## config.mk

```make
export PLATFORM = sky130hd
export DESIGN_NAME = sd_card_cmd_responder
export DESIGN_NICKNAME = d
export VERILOG_FILES = /design/src/rtl/sd_card_cmd_responder.sv
export SDC_FILE = /design/constraint.sdc
export NUM_CORES = 1
export LEC_CHECK = 0
export ABC_AREA = 0
export ABC_CLOCK_PERIOD_IN_PS = 9700
export BUFFER_PORTS_ARGS = -buffer_cell sky130_fd_sc_hd__buf_4
export CAP_MARGIN = 20
export CORE_MARGIN = 5
export CORE_UTILIZATION = 35
export DETAILED_ROUTE_END_ITERATION = 10
export GPL_TIMING_DRIVEN = 0
export SETUP_SLACK_MARGIN = 0.2
export SYNTH_ARGS = -nofsm -noshare
export SYNTH_HDL_FRONTEND = slang
export SYNTH_SLANG_ARGS = --single-unit
```

## constraint.sdc

```tcl
create_clock -name ex_clk -period 9.7 [get_ports ex_clk]
set_clock_uncertainty 0.05 [all_clocks]
set_input_delay 1.94 -clock ex_clk [delete_from_list [all_inputs] [get_ports ex_clk]]
set_output_delay 1.94 -clock ex_clk [all_outputs]
set_load 0.02 [all_outputs]
```

## src/rtl/sd_card_cmd_responder.sv

```systemverilog
// Card-side SD CMD-line engine: receives 48-bit host commands, tracks card state, sends R1/R2/R3/R6/R7.
// Latency: decode one ex_clk after the end-bit strobe; response start bit NCR+1 strobes after the end bit.
// Flow: paced by sd_bit_en only; cmd_in is ignored while a response is pending or being driven.
//
// Ports: ex_clk/reset_n (async active-low), sd_bit_en bit strobe, cmd_in/cmd_out/cmd_oe CMD pad,
//        cid_data/csd_data/ocr_data/rca_seed register inputs, card_state/rca status outputs,
//        cmd_valid/cmd_index/cmd_arg decoded-command export.
// Option: define SD_CMD_CRC_CHECK_EN to reject received frames with a bad CRC7 (and set COM_CRC_ERROR).
module sd_card_cmd_responder #(
   parameter int BUSY_POLLS = 2,
   parameter int NCR        = 2
) (
   input  logic         ex_clk,
   input  logic         reset_n,
   input  logic         sd_bit_en,
   input  logic         cmd_in,
   output logic         cmd_out,
   output logic         cmd_oe,
   input  logic [127:0] cid_data,
   input  logic [127:0] csd_data,
   input  logic [31:0]  ocr_data,
   input  logic [15:0]  rca_seed,
   output logic [2:0]   card_state,
   output logic [15:0]  rca,
   output logic         cmd_valid,
   output logic [5:0]   cmd_index,
   output logic [31:0]  cmd_arg
);

   typedef enum logic [2:0] {RX_IDLE, RX_SHIFT, DECODE, GAP, TX} fsm_t;
   typedef enum logic [2:0] {K_NONE, K_R1, K_R6, K_R7, K_R2_CID, K_R2_CSD, K_R3} kind_t;

   localparam logic [2:0] ST_IDLE  = 3'd0;
   localparam logic [2:0] ST_READY = 3'd1;
   localparam logic [2:0] ST_IDENT = 3'd2;
   localparam logic [2:0] ST_STBY  = 3'd3;
   localparam logic [2:0] ST_TRAN  = 3'd4;

   localparam logic [3:0] BUSY_MAX = 4'(BUSY_POLLS);
   localparam logic [6:0] NCR_CNT  = 7'(NCR);

   fsm_t         fsm;
   logic [47:0]  rx_sr;
   logic [5:0]   rx_cnt;
   logic [6:0]   gap_cnt;
   logic [135:0] tx_sr;
   logic [7:0]   tx_len;
   logic [7:0]   tx_cnt;
   logic         crc_err;
   logic         ill_cmd;
   logic         app_flag;
   logic [3:0]   acmd41_cnt;

   // CRC7, polynomial x^7 + x^3 + 1, zero seed, MSB first.
   function automatic logic [6:0] crc7_40(input logic [39:0] d);
      logic [6:0] c;
      logic       fb;
      c = 7'h00;
      for (int i = 39; i >= 0; i--) begin
         fb = d[i] ^ c[6];
         c  = {c[5:0], 1'b0} ^ (fb ? 7'h09 : 7'h00);
      end
      return c;
   endfunction

   // Decode of the frame held in rx_sr; only consumed while fsm == DECODE.
   logic [5:0]   f_idx;
   logic [31:0]  f_arg;
   logic         rca_match;
   logic         crc_bad;
   logic         frame_ok;
   kind_t        d_kind;
   logic [2:0]   d_state;
   logic [15:0]  d_rca;
   logic [3:0]   d_cnt;
   logic         d_app;
   logic         d_ill;
   logic         d_busy;
   logic [31:0]  status;
   logic [31:0]  pl48;
   logic [39:0]  body40;
   logic [135:0] rsp_sr;
   logic [7:0]   rsp_len;
   logic         unused_bits;

`ifdef SD_CMD_CRC_CHECK_EN
   assign crc_bad     = (crc7_40(rx_sr[47:8]) != rx_sr[7:1]);
   assign unused_bits = ^{cid_data[0], csd_data[0], ocr_data[31], rx_sr[47]};
`else
   assign crc_bad     = 1'b0;
   assign unused_bits = ^{cid_data[0], csd_data[0], ocr_data[31], rx_sr[47], rx_sr[7:1]};
`endif

   always_comb begin
      f_idx     = rx_sr[45:40];
      f_arg     = rx_sr[39:8];
      rca_match = (f_arg[31:16] == rca);
      frame_ok  = rx_sr[46] & rx_sr[0] & ~crc_bad;
      d_kind    = K_NONE;
      d_state   = card_state;
      d_rca     = rca;
      d_cnt     = acmd41_cnt;
      d_app     = 1'b0;
      d_ill     = 1'b0;
      d_busy    = 1'b0;

      // Only index 41 lives in the ACMD table; any other index after CMD55 decodes as a plain command.
      if (app_flag && f_idx == 6'd41) begin
         if (card_state == ST_IDLE) begin
            d_kind = K_R3;
            // A zero voltage window is an inquiry: report OCR but do not advance initialisation.
            if (f_arg[23:0] != 24'd0) begin
               if (acmd41_cnt < BUSY_MAX)
                  d_cnt = acmd41_cnt + 4'd1;
               d_busy = (d_cnt == BUSY_MAX);
               if (d_busy)
                  d_state = ST_READY;
            end
         end else begin
            d_ill = 1'b1;
         end
      end else begin
         case (f_idx)
            6'd0: begin
               d_state = ST_IDLE;
               d_rca   = 16'd0;
               d_cnt   = 4'd0;
            end
            6'd8: begin
               if (card_state != ST_IDLE)
                  d_ill = 1'b1;
               else if (f_arg[11:8] == 4'b0001)
                  d_kind = K_R7;
            end
            6'd55: begin
               if (card_state == ST_IDLE && rca != 16'd0) begin
                  d_ill = 1'b1;
               end else begin
                  d_kind = K_R1;
                  d_app  = 1'b1;
               end
            end
            6'd2: begin
               if (card_state == ST_READY) begin
                  d_kind  = K_R2_CID;
                  d_state = ST_IDENT;
               end else begin
                  d_ill = 1'b1;
               end
            end
            6'd3: begin
               if (card_state == ST_IDENT || card_state == ST_STBY) begin
                  d_kind  = K_R6;
                  d_rca   = rca_seed;
                  d_state = ST_STBY;
               end else begin
                  d_ill = 1'b1;
               end
            end
            6'd9: begin
               if (card_state == ST_STBY && rca_match)
                  d_kind = K_R2_CSD;
               else
                  d_ill = 1'b1;
            end
            6'd13: begin
               if ((card_state == ST_STBY || card_state == ST_TRAN) && rca_match)
                  d_kind = K_R1;
               else
                  d_ill = 1'b1;
            end
            6'd7: begin
               if (card_state == ST_STBY && rca_match) begin
                  d_kind  = K_R1;
                  d_state = ST_TRAN;
               end else if (card_state == ST_TRAN && !rca_match) begin
                  d_state = ST_STBY;
               end else if (!(card_state == ST_STBY && !rca_match)) begin
                  d_ill = 1'b1;
               end
            end
            default: d_ill = 1'b1;
         endcase
      end

      // Card status reports the state at command receipt and the latches as they stood before it.
      status = {8'd0, crc_err, ill_cmd, 9'd0, 1'b0, card_state, 1'b1, 2'b00, d_app, 5'd0};

      case (d_kind)
         K_R6:    pl48 = {rca_seed, status[23], status[22], status[19], status[12:0]};
         K_R7:    pl48 = {20'd0, f_arg[11:0]};
         default: pl48 = status;
      endcase
      body40 = {2'b00, f_idx, pl48};

      case (d_kind)
         K_R2_CID: begin
            rsp_sr  = {2'b00, 6'h3F, cid_data[127:1], 1'b1};
            rsp_len = 8'd136;
         end
         K_R2_CSD: begin
            rsp_sr  = {2'b00, 6'h3F, csd_data[127:1], 1'b1};
            rsp_len = 8'd136;
         end
         K_R3: begin
            rsp_sr  = {2'b00, 6'h3F, d_busy, ocr_data[30:0], 7'h7F, 1'b1, 88'd0};
            rsp_len = 8'd48;
         end
         default: begin
            rsp_sr  = {body40, crc7_40(body40), 1'b1, 88'd0};
            rsp_len = 8'd48;
         end
      endcase
   end

   always_ff @(posedge ex_clk or negedge reset_n) begin
      if (!reset_n) begin
         fsm        <= RX_IDLE;
         rx_sr      <= '0;
         rx_cnt     <= '0;
         gap_cnt    <= '0;
         tx_sr      <= '0;
         tx_len     <= '0;
         tx_cnt     <= '0;
         crc_err    <= 1'b0;
         ill_cmd    <= 1'b0;
         app_flag   <= 1'b0;
         acmd41_cnt <= '0;
         cmd_out    <= 1'b1;
         cmd_oe     <= 1'b0;
         card_state <= ST_IDLE;
         rca        <= '0;
         cmd_valid  <= 1'b0;
         cmd_index  <= '0;
         cmd_arg    <= '0;
      end else begin
         cmd_valid <= 1'b0;
         case (fsm)
            RX_IDLE: begin
               if (sd_bit_en && !cmd_in) begin
                  rx_sr  <= '0;
                  rx_cnt <= 6'd1;
                  fsm    <= RX_SHIFT;
               end
            end
            RX_SHIFT: begin
               if (sd_bit_en) begin
                  rx_sr <= {rx_sr[46:0], cmd_in};
                  if (rx_cnt == 6'd47)
                     fsm <= DECODE;
                  else
                     rx_cnt <= rx_cnt + 6'd1;
               end
            end
            DECODE: begin
               if (frame_ok) begin
                  cmd_valid  <= 1'b1;
                  cmd_index  <= f_idx;
                  cmd_arg    <= f_arg;
                  card_state <= d_state;
                  rca        <= d_rca;
                  acmd41_cnt <= d_cnt;
                  app_flag   <= d_app;
                  // Latches are only cleared by an R1/R6, which never coincides with an illegal command.
                  if (d_kind == K_R1 || d_kind == K_R6) begin
                     crc_err <= 1'b0;
                     ill_cmd <= 1'b0;
                  end else if (d_ill) begin
                     ill_cmd <= 1'b1;
                  end
                  if (d_kind != K_NONE) begin
                     tx_sr   <= rsp_sr;
                     tx_len  <= rsp_len;
                     gap_cnt <= '0;
                     fsm     <= GAP;
                  end else begin
                     fsm <= RX_IDLE;
                  end
               end else begin
                  if (crc_bad)
                     crc_err <= 1'b1;
                  fsm <= RX_IDLE;
               end
            end
            GAP: begin
               // NCR idle strobes, then the strobe after them drives the start bit.
               if (sd_bit_en) begin
                  if (gap_cnt == NCR_CNT) begin
                     cmd_oe  <= 1'b1;
                     cmd_out <= tx_sr[135];
                     tx_sr   <= {tx_sr[134:0], 1'b1};
                     tx_cnt  <= 8'd1;
                     fsm     <= TX;
                  end else begin
                     gap_cnt <= gap_cnt + 7'd1;
                  end
               end
            end
            TX: begin
               if (sd_bit_en) begin
                  if (tx_cnt == tx_len) begin
                     cmd_oe  <= 1'b0;
                     cmd_out <= 1'b1;
                     fsm     <= RX_IDLE;
                  end else begin
                     cmd_out <= tx_sr[135];
                     tx_sr   <= {tx_sr[134:0], 1'b1};
                     tx_cnt  <= tx_cnt + 8'd1;
                  end
               end
            end
            default: fsm <= RX_IDLE;
         endcase
      end
   end

endmodule

```

# Yosys cells after proc, flatten, opt, wreduce, memory -nomap -nowiden
# Index checks and enable logic that the tools add are counted.
# W data, S select, Z words.
dict set report word_totals {
  regBits 281
  wordCells 324
}
dict set report classes {
  bitwise 76
  muxes 137
  order_cmp 1
  eq_ne 47
  reduce_logical 42
  add_sub_neg 4
}
# op count
set ops {}
lappend ops {{$mux W136} 6}
lappend ops {{$pmux W136 S3} 1}
lappend ops {{$pmux W134 S3} 1}
lappend ops {{$xor A7 B4 Y7} 35}
lappend ops {{$mux W4} 46}
lappend ops {{$mux W47} 2}
lappend ops {{$pmux W47 S2} 1}
lappend ops {{$pmux W32 S2} 1}
lappend ops {{$mux W3} 20}
lappend ops {{$mux W8} 5}
lappend ops {{$xor A1 B1 Y1} 34}
lappend ops {{$mux W1} 32}
lappend ops {{$pmux W16 S2} 1}
lappend ops {{$mux W7} 4}
lappend ops {{$ne A2 B2 Y1 const B} 13}
lappend ops {{$reduce_and A5 Y1} 5}
lappend ops {{$reduce_bool A24 Y1} 1}
lappend ops {{$pmux W3 S7} 1}
lappend ops {{$eq A3 B2 Y1 const B} 6}
lappend ops {{$eq A6 B4 Y1 const B} 3}
lappend ops {{$eq A6 B6 Y1 const B} 3}
lappend ops {{$mux W6} 3}
lappend ops {{$eq A16 B16 Y1} 1}
lappend ops {{$mux W16} 1}
lappend ops {{44 further kinds} 81}

# Depth between registers and ports, before layout
# Gate-level depths: netlist of run 1.
dict set report logic_depth {
  ltp_word 111
  ltp_mapped 13
  ltp_nobuf 10
}

# Worst setup path before layout of run 1
# No wires, ideal clock.
dict set report synth_timing {
  path_type {input-to-reg}
  from {input port rca_seed[14]}
  to {register tx_sr[93]}
  arrival_ns 4.272
  path_stages 10
  n_path_buf 1
  path_slack_ns 5.294
  path_cell_list {clkbuf_1 -> xor3_1 -> a31oi_1 -> xnor2_1 -> xnor2_1 -> xnor3_1 -> xor2_1 -> or3_1 -> a31o_1 -> a41oi_2}
}
dict set report synth_via {
  elab_chain_cells 48
  word_cells_on_any_way 66
  classes_between {mux: 20; bitwise: 46}
}
# element line_no
set synth_lines {}
lappend synth_lines {{from (decl)} 22} ;# input logic [15:0] rca_seed,
lappend synth_lines {{$pmux W32 S2 (*)} 189} ;# case (d_kind)
lappend synth_lines {{$xor A1 B1 Y1 (*)} 60} ;# fb = d[i] ^ c[6];
lappend synth_lines {{$mux W4 (*)} 61} ;# c = {c[5:0], 1'b0} ^ (fb ? 7'h09 : 7'h00);
lappend synth_lines {{$xor A7 B4 Y7 (*) (4 in a row)} 61}
lappend synth_lines {{$xor A1 B1 Y1 or $xor A7 B4 Y7 (tied branches)} {60, 61}}
lappend synth_lines {{$mux W4 or $xor A7 B4 Y7 (tied branches)} 61}
lappend synth_lines {{$xor A7 B4 Y7 (*) (4 in a row)} 61}
lappend synth_lines {{$xor A1 B1 Y1 or $xor A7 B4 Y7 (tied branches)} {60, 61}}
lappend synth_lines {{[16 not listed]} --}
lappend synth_lines {{$xor A7 B4 Y7 (*) (7 in a row)} 61}
lappend synth_lines {{$xor A1 B1 Y1 or $xor A7 B4 Y7 (tied branches)} {60, 61}}
lappend synth_lines {{$mux W4 or $xor A7 B4 Y7 (tied branches)} 61}
lappend synth_lines {{$xor A7 B4 Y7 (*) (5 in a row)} 61}
lappend synth_lines {{$pmux W134 S3 (*)} 196} ;# case (d_kind)
lappend synth_lines {{$mux W136 (*)} 271} ;# if (d_kind != K_NONE) begin
lappend synth_lines {{$mux W136 (*)} 256} ;# if (frame_ok) begin
lappend synth_lines {{$pmux W136 S3 (*)} 238} ;# case (fsm)
lappend synth_lines {{to (signal assigned)} 272} ;# tx_sr <= rsp_sr;
lappend synth_lines {{to (signal assigned)} 291} ;# tx_sr <= {tx_sr[134:0], 1'b1};
lappend synth_lines {{to (signal assigned)} 307} ;# tx_sr <= {tx_sr[134:0], 1'b1};
lappend synth_lines {{to (decl)} 46} ;# logic [135:0] tx_sr;
# Mark *: on every way between the ends. The rest lies on a longest branch, timed or not. The select of a mux whose other input is x is not followed.
# A chain may end at the register's enable or synchronous reset.

# Worst setup path in the final report of run 1
dict set report layout_timing {
  from {register card_state[1]}
  to {register tx_sr[4]}
}
dict set report layout_via {
  elab_chain_cells 11
  word_cells_on_any_way 31
  classes_between {eq/ne: 8; mux: 14; reduce/logical: 9}
}
# element line_no
set layout_lines {}
lappend layout_lines {{from (decl)} 23} ;# output logic [2:0] card_state,
lappend layout_lines {{from (signal assigned)} 260} ;# card_state <= d_state;
lappend layout_lines {{$eq A3 B2 Y1 or $eq A3 B3 Y1 (tied branches)} --}
lappend layout_lines {{$logic_or A1 B1 Y1} 167} ;# if ((card_state == ST_STBY || card_state == ST_TRAN) && rca_match)
lappend layout_lines {{$logic_and A1 B1 Y1} 167}
lappend layout_lines {{$mux W1} 167}
lappend layout_lines {{$pmux W3 S7} 123} ;# case (f_idx)
lappend layout_lines {{$mux W3 (*)} 108} ;# if (app_flag && f_idx == 6'd41) begin
lappend layout_lines {{$eq A3 B3 Y1} 196}
lappend layout_lines {{$pmux W134 S3} 196}
lappend layout_lines {{$mux W136} 271}
lappend layout_lines {{$mux W136} 256}
lappend layout_lines {{$pmux W136 S3} 238}
# Marked as above.

==> qor.csv, run 1 <==
stage,metric,value,unit
run_status,run status,completed,
power,PD cells,161.3,nW/um^2
sta,Fin. Hold Viols,0,
route,Via Count,15110,
global_routing,largest net degree at the start of global routing,115,
floorplanning,die span in x,218.1,microns
flow_run,max_cap viols,0,
route,# DRC,0,
power,Clock power frac,0.389,
yosys,syn_area_per_cell,8.567,sq um
critical_path,crit path DAT,5.35,ns
yosys,Main synth FF type,dfrtp_1,
sta,final setup fails,0,
sta,RSZ-0062 raised after global routing,no,
critical_path,CP Max Fanout,10,
sta,hold slack,0.4249,ns
critical_path,R2R Path End,tx_sr[4],
route,1st-pass router iterations,5,
floorplanning,chip height,218.1,microns
yosys,Synth area leader,dfrtp_1,
yosys,Synth Register Bits,275,
critical_path,type of the worst setup path,reg2reg,
cts,root buffer cell,clkbuf_16,
cts,CTS Buf Count,31,
final_layout,"commonest non-fill, non-tap cell in the layout",buf_4,
floorplanning,Rows,76,
cts,CTS H-tree lvls,1,
route,Total Wirelength,56.74,mm
cts,clk slew on worst S/H paths,0.06,ns
power,Pint,2203,uW
placement,Area after DPL,18670,sq um
cts,CTS Hold Buffers Added,0,
yosys,largest cells by area after synthesis,"dfrtp_1 45%, nand2_1 8.7%, a21oi_1 5.6%, a22oi_1 4.5%, nor2_1 3.7%",
cts,CTS tree,yes,
sta,Pins Over Slew Limit,0,
critical_path,Crit path required time,10.13,ns
placement,Routability Congestion,0.8872,
route,mean routed wirelength per cell,20.45,microns
min_path,WHS Path Cells,2,
sta,Max Freq,203.3,MHz
critical_path,Reg2Reg Setup Slack,4.78,ns
yosys,area share of the largest cell type after synthesis,0.4522,
critical_path,Worst R2R Start,card_state[1],
yosys,"Warnings, synthesis",0,
sta,Period minus WS final,4.919,ns
yosys,Gate Count Post-Synth,1770,
power,VDD IR-drop max,0.0001012,V
critical_path,CP Capture Type,flop,
final_layout,fin area,19750,sq um
floorplanning,starting density of the core,0.3528,
final_layout,nets,2481,
sta,Tcrit/Tclk final,0.5071,
power,net switching power,983.8,uW
yosys,Post-Synthesis Cell Area,15160,sq um
route,drt initial violations,1237,
yosys,syn_nets,2084,
power,switch share,0.3087,
sta,max_slew headroom,0.2794,
final_layout,Fillers,4279,
route,DRT antenna net count,0,
sta,setup_tns,0,ns
yosys,Post-synth ARST share,1.000,
cts,"Clk Latency, worst-skew pair",0.58,ns
power,Comb pwr share,0.209,
placement,DP Wirelength,43.85,mm
yosys,Yosys cell types,80,
floorplanning,Core ar.,42980,sq um
final_layout,layout cells sized above 1,0.2125,
yosys,Post-synth EDFFs,0,
power,P_leak,0.008551,uW
power,Seq pwr share,0.401,
min_path,min-delay worst type,reg2reg,
route,routed vias/inst,5.443,
floorplanning,DIE AREA,47590,sq um
critical_path,Startpoint Class,flop,
floorplanning,# IOs,368,
min_path,hold_sp,cmd_arg[19],
placement,input/output buffers,361,
final_layout,most frequent cells in the layout,"361 x buf_4, 351 x nand2_1, 274 x dfrtp_1",
global_routing,first-pass GRT wire length,86.25,mm
cts,clock tree buffer depth,3,
power,Final Power,3187,uW
cts,Post-CTS Setup Bufs,0,
global_routing,GRT Overall Usage,0.2283,
cts,clock sink total,275,
sta,actual slew at the worst max-slew pin,1.067,ns
critical_path,cells on worst reg2reg path,11,
global_routing,vias in the first global route,14960,
min_path,Hold Path Sink,cmd_arg[19],
final_layout,synth-to-layout area growth,30.27,%
global_routing,Overflow after GRT,0,
global_routing,initial antenna violation count,2,
yosys,sequential share of the synthesized area,0.4539,
cts,post-cts resize count,0,
-- state kept, by name, summed over array words and instances (netlist names) --
name / cells
cmd_out: 1
app_flag: 1
cmd_arg: 32
acmd41_cnt: 4
rca: 16
rx_sr: 47
tx_cnt: 8
tx_len: 2
rx_cnt: 6
cmd_oe: 1
gap_cnt: 7
fsm: 3
card_state: 3
cmd_index: 6
tx_sr: 136
cmd_valid: 1
ill_cmd: 1
-- metrics by stage --
step                      instances  worst slack [ns]  utilization
final                          2775             4.781       0.4596
after detailed placement       2718             4.624       0.4343
after global placement         2716             4.214       0.4329
after global routing           2775             4.463       0.4596
after floorplan                1770             5.294            -
after CTS                      2772             4.859       0.4594
-- cells in the mapped netlist (21+ instances only) --
cell type  instances
nand2_1          351
dfrtp_1          274
a21oi_1          169
nor2_1           148
clkbuf_1         111
o21ai_0          107
a22oi_1           91
o21ai_1           73
a22o_1            50
xnor2_1           44
a222oi_1          27
buf_2             27
xor2_1            24
nand3_1           21
-- metal layers --
| layer | GRT usage | routed length, microns | up-vias | share of wire |
|---|---|---|---|---|
| met5 | 0 | 0 | - | 0 |
| met2 | 0.3513 | 25950 | 513 | 0.46 |
| li1 | - | - | 7140 | - |
| met3 | 0.03574 | 3366 | 105 | 0.059 |
| met4 | 0.07766 | 1938 | 0 | 0.034 |
| met1 | 0.3295 | 25480 | 7347 | 0.45 |
-- cell type report --
| class | count | area (sq um) | area share |
|---|---|---|---|
| clock buffers | 43 | 910.9 | 0.04611 |
| diodes | 2 | 5.005 | 0.0002534 |
| multi-input cells | 1331 | 7612 | 0.3854 |
| inverters | 18 | 67.56 | 0.003420 |
| repair buffers | 364 | 2778 | 0.1406 |
| well taps | 585 | 732.0 | 0.03705 |
| flip-flops and latches | 275 | 6883 | 0.3484 |
| clock inverters | 11 | 165.2 | 0.008361 |
| plain buffers | 146 | 600.6 | 0.03040 |
-- critical path, stage by stage, from the launching register on --
cell and delay (ns):
dfrtp_1 0.38, clkbuf_1 0.24, nor3_1 0.65, a2111oi_2 0.31
a211oi_1 0.68, a31oi_1 0.35, nor2_1 0.70, buf_2 0.40
clkbuf_1 0.54, buf_2 0.35, nand2_1 0.07, o21ai_0 0.08
-- power groups by stage --
stage	combinational, uW	sequential, uW	clock, uW
floorplan	375	1280	0
global placement	651	1300	0
detailed placement	664	1300	0
CTS	666	1280	1270
global route	737	1290	1320
finish	668	1280	1240
-- logic make-up (layout without fill, tap and decap cells) --
| family | after synthesis | in the layout | share of synthesized area |
|---|---|---|---|
| simple gates | 635 | 635 | 0.1811 |
| mux | 6 | 6 | 0.004126 |
| flops | 275 | 275 | 0.4539 |
| fa+ha+maj | 6 | 6 | 0.004951 |
| compound gates | 603 | 603 | 0.2537 |
| other cells | 0 | 2 | 0 |
| xor+xnor | 81 | 81 | 0.05817 |
| buf+inv | 164 | 582 | 0.04406 |
-- worst max-delay path by stage --
stage / from / cells past startpoint / to / slack [ns]
2_1_floorplan: rca_seed[14] / 10 / tx_sr[93] / 5.29
3_3_place_gp: reset_n / 1 / tx_sr[70] / 4.21
3_5_place_dp: sd_bit_en / 11 / tx_sr[4] / 4.62
4_1_cts: card_state[1] / 11 / tx_sr[4] / 4.86
5_1_grt: rx_sr[43] / 12 / tx_sr[26] / 4.46
6_report: card_state[1] / 11 / tx_sr[4] / 4.78
(Power assumes the default switching activity.)
==> run 2, diff against run 1 <==
ABC_CLOCK_PERIOD_IN_PS = 4000   (was 9700)
clock period = 4 ns   (was 9.7 ns; I/O delays follow)
==> qor.csv, run 2 (synthesized netlist as in run 1, its figures left out) <==
stage,metric,value,unit,change
route,1st-pass router iterations,7,,+2
final_layout,Non-Filler Instances,2780,,+0.18%
global_routing,initial antenna violation count,2,,unchanged
sta,max_slew headroom,0.2904,,+0.01101
final_layout,max FFs per register,136,,unchanged
floorplanning,DIE AREA,47590,sq um,unchanged
route,drt initial violations,1196,,-3.3%
final_layout,Biggest register,tx_sr,,
critical_path,Startpoint Class,flop,,
final_layout,fin util,0.4632,,+0.003609
min_path,min-delay worst type,in2async,,
placement,dpl ws,-0.8394,ns,-5.463 ns
critical_path,Reg2Reg Setup Slack,0.35,ns,-4.43 ns
critical_path,CP Capture Type,flop,,
route,DRT antenna net count,0,,unchanged
run_status,run status,completed,,
cts,clk slew on worst S/H paths,0.06,ns,about the same
cts,"Clk Latency, worst-skew pair",0.58,ns,about the same
global_routing,GRT Overall Usage,0.2290,,+0.0007216
final_layout,most frequent cells in the layout,"366 x buf_4, 351 x nand2_1, 274 x dfrtp_1",,
sta,RSZ-0062 raised after global routing,yes,,
power,PD cells,389.1,nW/um^2,+140%
floorplanning,Core ar.,42980,sq um,unchanged
route,mean routed wirelength per cell,20.54,microns,+0.46%
cts,root buffer cell,clkbuf_16,,
cts,CTS H-tree lvls,1,,unchanged
critical_path,Crit path required time,4.46,ns,-5.67 ns
cts,CTS Hold Buffers Added,0,,unchanged
sta,final setup fails,0,,unchanged
critical_path,"most used cell, CP",clkbuf_2,,
critical_path,cells on worst reg2reg path,11,,unchanged
final_layout,nets,2486,,+0.20%
route,Via Count,15170,,+0.42%
critical_path,crit path DAT,4.11,ns,-1.24 ns
global_routing,first-pass GRT wire length,86.48,mm,+0.27%
final_layout,synth-to-layout area growth,31.30,%,
cts,CTS Buf Count,31,,unchanged
cts,clock tree buffer depth,3,,unchanged
final_layout,layout cells sized above 1,0.2244,,+0.01183
floorplanning,chip height,218.1,microns,unchanged
critical_path,Worst R2R Start,rx_sr[31],,
sta,Pins Over Slew Limit,0,,unchanged
floorplanning,die span in x,218.1,microns,unchanged
sta,Fin. Hold Viols,0,,unchanged
placement,DP Wirelength,43.85,mm,unchanged
final_layout,Fillers,4259,,-0.47%
placement,Routability Congestion,0.8872,,unchanged
power,Final Power,7746,uW,+140%
global_routing,largest net degree at the start of global routing,115,,unchanged
route,routed vias/inst,5.456,,+0.24%
sta,Period minus WS final,3.648,ns,-1.271 ns
sta,Tcrit/Tclk final,0.9119,,+0.4048
sta,actual slew at the worst max-slew pin,1.051,ns,-0.01630 ns
global_routing,Overflow after GRT,0,,unchanged
floorplanning,starting density of the core,0.3528,,unchanged
cts,CTS tree,yes,,
floorplanning,Rows,76,,unchanged
placement,post-placement cell count,2718,,unchanged
flow_run,max_cap viols,0,,unchanged
final_layout,FF+latch area,6883,sq um,unchanged
critical_path,R2R Path End,tx_sr[68],,
sta,hold slack,0.1173,ns,-0.3076 ns
global_routing,vias in the first global route,14990,,+0.20%
sta,Final WS setup,0.3524,ns,-4.429 ns
route,Total Wirelength,57.10,mm,+0.64%
placement,input/output buffers,361,,unchanged
final_layout,"commonest non-fill, non-tap cell in the layout",buf_4,,
floorplanning,# IOs,368,,unchanged
final_layout,area of the multi-input gates,7714,sq um,+1.3%
power,P_leak,0.008648,uW,+1.1%
power,VDD IR-drop max,0.0002459,V,+140%
cts,clock sink total,275,,unchanged
critical_path,CP peak stage delay,0.61,ns,-0.09 ns
sta,Max Freq,274.2,MHz,+35%
final_layout,largest registers,"tx_sr (136), rx_sr (47), cmd_arg (32)",,
critical_path,crit path max-delay cell type,nor4_4,,
route,# DRC,0,,unchanged
critical_path,CP Max Fanout,10,,unchanged
critical_path,type of the worst setup path,reg2reg,,
critical_path,"Cell Chain, Critical Path",xnor2_1 -> nand4_1 -> nor4_4 -> and3_1 -> clkbuf_2 -> clkbuf_2 -> clkbuf_1 -> a22oi_1 -> nor2_1 -> a21oi_1 -> o21ai_1,,
run 2: cell count changes in the layout (fill, tap and decap cells not counted), sizes merged:
| cell | change |
|---|---|
| buf | +4 |
| clkbuf | +1 |
run 2: worst max-delay path: cells and delay by family, from the launching register on:
family | cells | cell delay (ns)
AO/OA/AOI/OAI | 3 | 0.42
buffers and inverters | 3 | 1.24
flip-flops | 1 | 0.48
XOR/XNOR | 1 | 0.20
AND/OR/NAND/NOR | 4 | 1.17
run 2: stage by stage:
stage,instance area (sq um),setup TNS (ns)
after floorplan,15160,0
after global placement,18610,-174.57
after detailed placement,18670,-97.18
after CTS,19850,0
after global routing,19910,0
final,19910,0
run 2: per-layer routing:
metal	part of all wire	track usage	vias up
met5	0	0	-
li1	-	-	7157
met4	0.033	0.08039	0
met1	0.45	0.3311	7406
met2	0.46	0.3498	508
met3	0.053	0.03671	97
run 2: worst max path at each step:
stage | endpoint | cells past startpoint | start | slack [ns]
after CTS | tx_sr[87] | 11 | card_state[0] | 0.20
after floorplan | tx_sr[93] | 10 | rca_seed[14] | 0.73
final | tx_sr[68] | 11 | rx_sr[31] | 0.35
after global placement | tx_sr[130] | 10 | card_state[1] | -0.78
after global routing | tx_sr[94] | 11 | rx_sr[25] | 0.14
after detailed placement | tx_sr[1] | 11 | card_state[1] | -0.84
run 2: power by group:
part	total (uW)	internal, uW	switching (uW)
logic	1630	557	1070
clock network	3020	1830	1180
registers	3100	2950	149
run 2: repair_timing:
action	in CTS	in global routing
setup endpoints to repair	145	133
pin swaps	1	2
setup buffers	4	1
gates resized for setup	15	23
run 2: area by class of cell:
cell class                      instances  share of cell area
Buffer                                146             0.03098
Tap cell                              585             0.03676
Timing Repair Buffer                  369              0.1414
Sequential cell                       275              0.3457
Clock inverter                         11            0.008296
Inverter                               18            0.003394
Clock buffer                           43             0.04575
Multi-Input combinational cell       1331              0.3874
Antenna cell                            2           0.0002514
==> run 3, diff against run 2 <==
CTS_BUF_LIST = sky130_fd_sc_hd__clkbuf_8   (was not set)
==> qor.csv, run 3 (synthesized netlist as in run 1, its figures left out) <==
stage,metric,value,unit,change
sta,final setup fails,0,,unchanged
final_layout,synth-to-layout area growth,29.94,%,
route,# DRC,0,,unchanged
cts,"Clk Latency, worst-skew pair",0.60,ns,+0.02 ns
flow_run,max_cap viols,0,,unchanged
power,VDD IR-drop max,0.0002089,V,-15%
route,routed vias/inst,5.416,,-0.74%
final_layout,largest registers,"tx_sr (136), rx_sr (47), cmd_arg (32)",,
sta,RSZ-0062 raised after global routing,yes,,
critical_path,Crit. Startpoint,rca[15],,
cts,clock tree buffer depth,3,,unchanged
route,drt initial violations,1192,,-0.33%
critical_path,cells on worst reg2reg path,11,,unchanged
cts,root buffer cell,clkbuf_8,,
floorplanning,# IOs,368,,unchanged
sta,max_slew headroom,0.2482,,-0.04221
placement,input/output buffers,361,,unchanged
power,P_leak,0.008652,uW,about the same
final_layout,Biggest register,tx_sr,,
run_status,run status,completed,,
placement,Routability Congestion,0.8872,,unchanged
power,PD cells,363.9,nW/um^2,-6.5%
final_layout,nets,2504,,+0.72%
final_layout,"commonest non-fill, non-tap cell in the layout",buf_4,,
route,DRT antenna net count,0,,unchanged
global_routing,Overflow after GRT,0,,unchanged
cts,CTS tree,yes,,
floorplanning,Core ar.,42980,sq um,unchanged
final_layout,Fillers,4309,,+1.2%
floorplanning,chip height,218.1,microns,unchanged
route,Total Wirelength,57.45,mm,+0.62%
global_routing,GRT Overall Usage,0.2316,,+0.002583
critical_path,crit path DAT,4.12,ns,about the same
cts,CTS H-tree lvls,2,,+1
cts,CTS Buf Count,50,,+61%
critical_path,Startpoint Class,flop,,
critical_path,worst path bufs/invs,3,,unchanged
final_layout,most frequent cells in the layout,"365 x buf_4, 351 x nand2_1, 274 x dfrtp_1",,
critical_path,Crit path required time,4.48,ns,+0.02 ns
critical_path,R2R Path End,tx_sr[68],,
route,Via Count,15220,,+0.36%
sta,Tcrit/Tclk final,0.9094,,-0.002493
placement,DP Wirelength,43.85,mm,unchanged
critical_path,CP peak stage delay,0.60,ns,about the same
critical_path,Top Family by Delay on Critical Path,buffers and inverters,,
final_layout,Non-Filler Instances,2811,,+1.1%
cts,CTS Hold Buffers Added,0,,unchanged
route,mean routed wirelength per cell,20.44,microns,-0.49%
cts,clk slew on worst S/H paths,0.06,ns,about the same
global_routing,first-pass GRT wire length,87.06,mm,+0.67%
global_routing,initial antenna violation count,2,,unchanged
cts,clock sink total,275,,unchanged
critical_path,Reg2Reg Setup Slack,0.36,ns,about the same
critical_path,CP Max Fanout,10,,unchanged
sta,Pins Over Slew Limit,0,,unchanged
critical_path,Worst R2R Start,rca[15],,
min_path,min-delay worst type,in2async,,
final_layout,layout cells sized above 1,0.2230,,-0.001329
floorplanning,Rows,76,,unchanged
global_routing,largest net degree at the start of global routing,115,,unchanged
critical_path,"Cell Chain, Critical Path",xnor2_1 -> nand4_1 -> nor4_4 -> and3_1 -> clkbuf_2 -> clkbuf_2 -> clkbuf_1 -> a22oi_1 -> nor2_1 -> a21oi_1 -> o21ai_1,,
floorplanning,DIE AREA,47590,sq um,unchanged
sta,Period minus WS final,3.638,ns,-0.009972 ns
critical_path,type of the worst setup path,reg2reg,,
placement,post-placement cell count,2718,,unchanged
sta,actual slew at the worst max-slew pin,1.114,ns,+0.06252 ns
global_routing,vias in the first global route,15090,,+0.65%
route,1st-pass router iterations,5,,-2
final_layout,max FFs per register,136,,unchanged
sta,hold slack,0.08690,ns,-0.03036 ns
floorplanning,die span in x,218.1,microns,unchanged
critical_path,CP Capture Type,flop,,
critical_path,crit path max-delay cell type,nor4_4,,
floorplanning,starting density of the core,0.3528,,unchanged
sta,Max Freq,274.9,MHz,+0.27%
critical_path,"most used cell, CP",clkbuf_2,,
sta,Fin. Hold Viols,0,,unchanged
==> run 3: changes by cell type in the layout (fill, tap and decap cells not counted), sizes merged <==
cell	change
clkinv	-1
inv	+25
bufinv	-4
clkbuf	+11
==> run 3: per-stage QoR <==
stage / setup WS [ns] / area (sq um) / total power [uW] / util / setup TNS (ns)
floorplan: 0.7340 / 15160 / 4014 / - / 0
global placement: -0.7824 / 18610 / 4722 / 0.4329 / -174.57
detailed placement: -0.8394 / 18670 / 4754 / 0.4343 / -97.18
finish: 0.3624 / 19700 / 7170 / 0.4584 / 0
global route: 0.1741 / 19700 / 7563 / 0.4584 / 0
CTS: 0.2087 / 19650 / 7238 / 0.4571 / 0
==> run 3: worst max path at each step <==
stage	endpoint	slack, ns	cells past startpoint
detailed placement	tx_sr[1]	-0.84	11
global placement	tx_sr[130]	-0.78	10
floorplan	tx_sr[93]	0.73	10
CTS	tx_sr[87]	0.21	11
global route	tx_sr[83]	0.17	11
finish	tx_sr[68]	0.36	11
==> run 3: cell type report <==
cell class,count,area (sq um),area share
clock inverters,31,123.9,0.006287
repair buffers,368,2808,0.1425
multi-input cells,1331,7714,0.3915
diodes,2,5.005,0.0002540
plain buffers,146,613.1,0.03112
inverters,18,67.56,0.003429
well taps,585,732.0,0.03715
clock buffers,55,757.0,0.03842
flip-flops and latches,275,6883,0.3493
==> run 3: what timing repair did <==
| action | 4_1_cts | 5_1_grt |
|---|---|---|
| setup endpoints to repair | 144 | 132 |
| resized for setup | 15 | 18 |
| pin swaps | 1 | 2 |
| buffers inserted | 3 | 1 |
==> run 3: routing by layer <==
layer / wire (microns) / global-route usage
met4: 1583 / 0.08164
met2: 26650 / 0.3606
met5: 0 / 0
met1: 26070 / 0.3296
met3: 3150 / 0.03602
==> run 3: report_power, final <==
group / leakage, uW / total [uW] / internal, uW / switching (uW)
registers: 0.00371 / 3100 / 2960 / 146
logic: 0.00440 / 1620 / 557 / 1070
clock network: 0.000551 / 2440 / 1250 / 1200
